## config.mk

```make
export PLATFORM = sky130hd
export DESIGN_NAME = core_control_ldst_pop
export DESIGN_NICKNAME = d
export VERILOG_FILES = /design/src/rtl/core_control_ldst_pop_pkg.sv /design/src/rtl/core_control_ldst_pop_prio.sv /design/src/rtl/core_control_ldst_pop.sv
export SDC_FILE = /design/constraint.sdc
export NUM_CORES = 1
export LEC_CHECK = 0
export BUFFER_PORTS_ARGS = -buffer_cell sky130_fd_sc_hd__buf_2
export CAP_MARGIN = 10
export CORE_UTILIZATION = 52
export DETAILED_ROUTE_END_ITERATION = 8
export PLACE_DENSITY = 0.75
export SYNTH_ARGS = -nofsm -noshare
export SYNTH_HDL_FRONTEND = slang
export SYNTH_SLANG_ARGS = --single-unit
```

## constraint.sdc

```tcl
create_clock -name clk -period 12.7 [get_ports clk]
set_clock_uncertainty 0.2 [all_clocks]
set_input_delay 0.635 -clock clk [delete_from_list [all_inputs] [get_ports clk]]
set_output_delay 0.635 -clock clk [all_outputs]
set_load 0.02 [all_outputs]
```

## src/rtl/core_control_ldst_pop_pkg.sv

```systemverilog
// core_control_ldst_pop_pkg: shared types and helpers for the LDM/STM register-list sequencer
package core_control_ldst_pop_pkg;
   typedef logic [3:0]  reg_num;
   typedef logic [29:0] ptr;
   typedef enum logic [1:0] {IDLE, RUN, DONE} ldst_state_e;
   function automatic logic [4:0] popcount16(input logic [15:0] v);
      popcount16 = '0;
      for (int i = 0; i < 16; i++) popcount16 += 5'(v[i]);
   endfunction
endpackage

```

## src/rtl/core_control_ldst_pop_prio.sv

```systemverilog
// core_control_ldst_pop_prio: lowest-set-bit priority encoder, 16 to 4 plus valid
module core_control_ldst_pop_prio
   import core_control_ldst_pop_pkg::*;
(
   input  logic [15:0] bits_i,
   output reg_num      idx_o,
   output logic        valid_o
);
   assign valid_o = |bits_i;
   // scan from the top so the lowest set bit is written last and wins
   always_comb begin
      idx_o = '0;
      for (int i = 15; i >= 0; i--) if (bits_i[i]) idx_o = reg_num'(i);
   end
endmodule

```

## src/rtl/core_control_ldst_pop.sv

```systemverilog
// core_control_ldst_pop: LDM/STM register-list sequencer; CORE_LDST_PC_FLAG_EN adds pc_in_list output
module core_control_ldst_pop
   import core_control_ldst_pop_pkg::*;
(
   input  logic        clk,
   input  logic        rst,
   input  logic        start,
   input  logic [15:0] reg_list,
   input  ptr          base,
   input  logic        increment,
   input  logic        pre_index,
   input  logic        pop,
   output logic        pop_valid,
   output reg_num      popped,
   output ptr          addr,
   output logic        last,
   output ptr          writeback,
   output logic        done
`ifdef CORE_LDST_PC_FLAG_EN
   ,
   output logic        pc_in_list
`endif
);
   ldst_state_e state_q, state_d;
   logic [15:0] list_q, list_d;
   ptr          addr_q, addr_d, wb_q, wb_d, first;
   logic [4:0]  n;
   logic        any, take;
   core_control_ldst_pop_prio u_prio (.bits_i(list_q), .idx_o(popped), .valid_o(any));
   // registers always go out lowest first at ascending addresses, so descending
   // modes just start n words below base
   assign n         = popcount16(reg_list);
   assign first     = (increment ? base : base - ptr'(n)) + ptr'(increment == pre_index);
   assign pop_valid = (state_q == RUN) && any;
   assign last      = pop_valid && ((list_q & (list_q - 16'd1)) == 16'd0);
   assign take      = pop_valid && pop;
   assign done      = state_q == DONE;
   assign addr      = addr_q;
   assign writeback = wb_q;
   // next state: start beats pop, pop retires the lowest bit, DONE lasts one cycle
   always_comb begin
      state_d = state_q;
      list_d  = list_q;
      addr_d  = addr_q;
      wb_d    = wb_q;
      if (start) begin
         state_d = (n != 5'd0) ? RUN : DONE;
         list_d  = reg_list;
         addr_d  = first;
         wb_d    = increment ? base + ptr'(n) : base - ptr'(n);
      end else if (take) begin
         state_d = last ? DONE : RUN;
         list_d  = list_q & (list_q - 16'd1);
         addr_d  = addr_q + ptr'(1);
      end else if (state_q == DONE) begin
         state_d = IDLE;
      end
   end
   // state register
   always_ff @(posedge clk) begin
      if (rst) begin
         state_q <= IDLE;
         list_q  <= '0;
         addr_q  <= '0;
         wb_q    <= '0;
      end else begin
         state_q <= state_d;
         list_q  <= list_d;
         addr_q  <= addr_d;
         wb_q    <= wb_d;
      end
   end
`ifdef CORE_LDST_PC_FLAG_EN
   logic pc_q;
   assign pc_in_list = pc_q;
   // pc flag: captured at start, dropped once r15 leaves or the list completes
   always_ff @(posedge clk) begin
      if (rst) pc_q <= 1'b0;
      else pc_q <= start ? reg_list[15] : ((take && popped == 4'd15) || state_d == DONE) ? 1'b0 : pc_q;
   end
`endif
endmodule
```

==> metrics <==
wire length per cell 16.3 um; Post-Syn Area approximately 6400 um^2; Hold Crit Class register to register; row count 40; TritonCTS Sinks 78; internal cell power ~0.7 mW; initial antenna violation count 0; Post-Route WL between 15000 and 20000 um; Core Box Area 12000 um^2; Residual DRC 0; H-tree Lvls 3; Final HPWL DP roughly 13000 um; post-synthesis sequential element count around 80; Yosys top cell area share about a quarter; cts bufs inserted 9; Worst-Margin Slew between 1000 and 1500 ps; via count 6245; syn_area_per_cell 7.77 um^2; met2 WL a little under 8000 um; relative slew slack a little over a fifth; clk_lat worst skew roughly 340 ps; max incr delay on CP ~570 ps; combinational share of power approximately half; CP max FO 11; Finish-stage setup viols 0; post-synthesis cell count around 830; postcts setup bufs 0; clk buf depth 2; Pleak a little over 3 nW; Buf+Inv Stages, Crit Path 5; drt pass-1 iters 5; startpoint types input port; Most used DFF post-synth dfxtp_1; largest net degree at the start of global routing 85; Fmax achieved between 100 and 150 MHz; post-cts gate resize count 0; Mapped Nets 910; TNS Setup 0 ps; Period Utilization, post-route between 50% and 60%; CP most frequent cell fa_1; clock slew at reported path FFs around 60 ps; gr ovfl total 0; Die X ~110 um; Post-DRT Antenna Nets 0; Yosys Warn Count 0; CTS tree done; Power per Cell Area roughly 160 nW/um^2; VDD IR-drop max a little over 0.0001 V; height of the die roughly 110 um; Largest delay share family, worst path adder cells; critical path, cell by cell buf_2 > inv_1 > fa_1 > inv_1 > fa_1 > fa_1 > inv_1 > fa_1 > inv_1 > ha_1 > fa_1 > fa_1 > o311a_1 > xnor2_1 > o31ai_1 > nand4_1 > nor2_1 > nand2_1 > o21a_1 > o32ai_1; Setup Crit Path Kind input port to register; Critical Path RT between 10000 and 15000 ps; unrepaired setup endpoints after global routing false; Critical Path AT between 6000 and 7000 ps; input/output buffers 118; hold_ws 259 ps; Final Wtd Congestion ~0.95; slowest stage cell, crit path fa_1; share of cells above drive strength 1 around 18%; Final Max Tran Viols 0; synth top area cells dfxtp_1 (24%), xnor2_1 (9.3%), nor2_1 (6.0%); vias in the first global route between 5000 and 6000; Net Switching ~0.50 mW; first-pass GRT wire length ~29000 um; outcome completed; final hold violations 0; overall power between 1 and 1.5 mW; antenna fix cells 0; number of max-cap violations 0; CP Capture Type register; post-synthesis cell type count just over 80; share of power burned in registers 25.2%; Highest Signal Layer met4; routed wl met3 ~1100 um; synthesis-to-finish area growth 14.6%; EDFF count, synth 0; Starting Density 53.5%; I/O pin total 119; WL met1 ~8000 um; Period minus WS final ~7000 ps; die area roughly 13000 um^2; largest area contributor in the netlist dfxtp_1; average via count per standard cell around 5.9; fin nets ~1000; drt initial violations 523; Post-CTS Hold Buffers 0; sequential share of the synthesized area between 20% and 30%; gr usage total 27.7%; CTS Root Cell clkbuf_16; ys async rst share 0%; switching share of power between 40% and 50%; share of total power in the clock network 24.3%
## kinds of logic (layout without fill, tap and decap cells)
family                   Yosys count  in the layout  share of synthesized area, %
multiplexers                      22             22                          3.43
adder cells (fa/ha/maj)           35             35                          8.06
AND/OR/NAND/NOR                  322            322                          25.9
AO/OA/AOI/OAI                    179            179                          18.9
buffers and inverters             90            181                          5.61
XOR/XNOR                         101            101                          13.9
flip-flops                        78             78                          24.3
## cells in the mapped netlist (all sizes together), types with 4 or more instances
cell type and number:
nor2 104, dfxtp 78, xnor2 69, nand2 60, a21oi 44, inv 43, o21ai 37, nand3 32
xor2 32, clkbuf 31, nor3 28, mux2i 22, ha 19, a211oi 18, and3 16, nand4 16
buf 15, nor4 13, fa 12, a31oi 11, o31ai 11, or3 10, nor2b 7, or2 7
a21o 6, o22ai 6, or4 6, nand3b 5, o2111ai 5, and2 4, maj3 4, nand2b 4
nand4b 4, o211ai 4
## through the flow
step           setup WS (ps)  utilization [%]  cell area (um^2)  cells
5_1_grt                 5400             61.3              7360   1065
6_report                5780             61.3              7360   1065
4_1_cts                 5850             61.3              7360   1065
2_1_floorplan           6260                -              6430    827
3_3_place_gp            5660             58.5              7030   1049
3_5_place_dp            5520             58.5              7030   1049
## registers in the layout, indices dropped and copies added (netlist names)
register   cells
addr          30
writeback     30
list_q        16
state_q        2
## cells in the final DEF (no fill, tap or decap), drive strengths merged, types with 12 or more instances in the layout
master / instances
o21ai: 37
a211oi: 18
nand2: 60
nor2: 104
nor4: 13
xnor2: 69
dfxtp: 78
xor2: 32
nand4: 16
nor3: 28
ha: 19
a21oi: 44
buf: 121
fa: 12
inv: 43
and3: 16
nand3: 32
mux2i: 22
## worst min-delay path, delay by kind of cell, from the launching register on
family	cells	cell delay, ps
DFF	1	320
AOI/OAI and AO/OA	1	60
and+or+nand+nor	1	50
## power groups by stage
stage	clock network [mW]	registers [mW]	logic, mW
finish	0.289	0.300	0.599
global route	0.302	0.303	0.653
CTS	0.292	0.299	0.593
detailed placement	0	0.304	0.586
global placement	0	0.304	0.583
floorplan	0	0.327	0.431
## cell type report
cell class / count / area, um^2
clock buffer: 11 / 253
timing repair buffer: 121 / 616
sequential: 78 / 1560
multi-input combinational: 659 / 4500
inverter: 44 / 165
clock inverter: 5 / 81.3
tap: 147 / 184
fill: 1114 / 4650
## per-layer routing
metal	track usage, %	vias to the layer above
li1	-	3120
met1	38.9	2889
met2	43.8	207
met3	3.91	29
met4	9.12	0
met5	0	-
## path summary, 6_finish.rpt
check	startpoint	endpoint	slack (ps)	cells past startpoint
setup reg to reg	list_q[0]	addr[29]	9460	10
setup / recovery	reg_list[5]	addr[23]	5780	20
hold / removal	writeback[25]	writeback[25]	260	2
hold reg to reg	writeback[25]	writeback[25]	260	2
(Power assumes the default switching activity.)
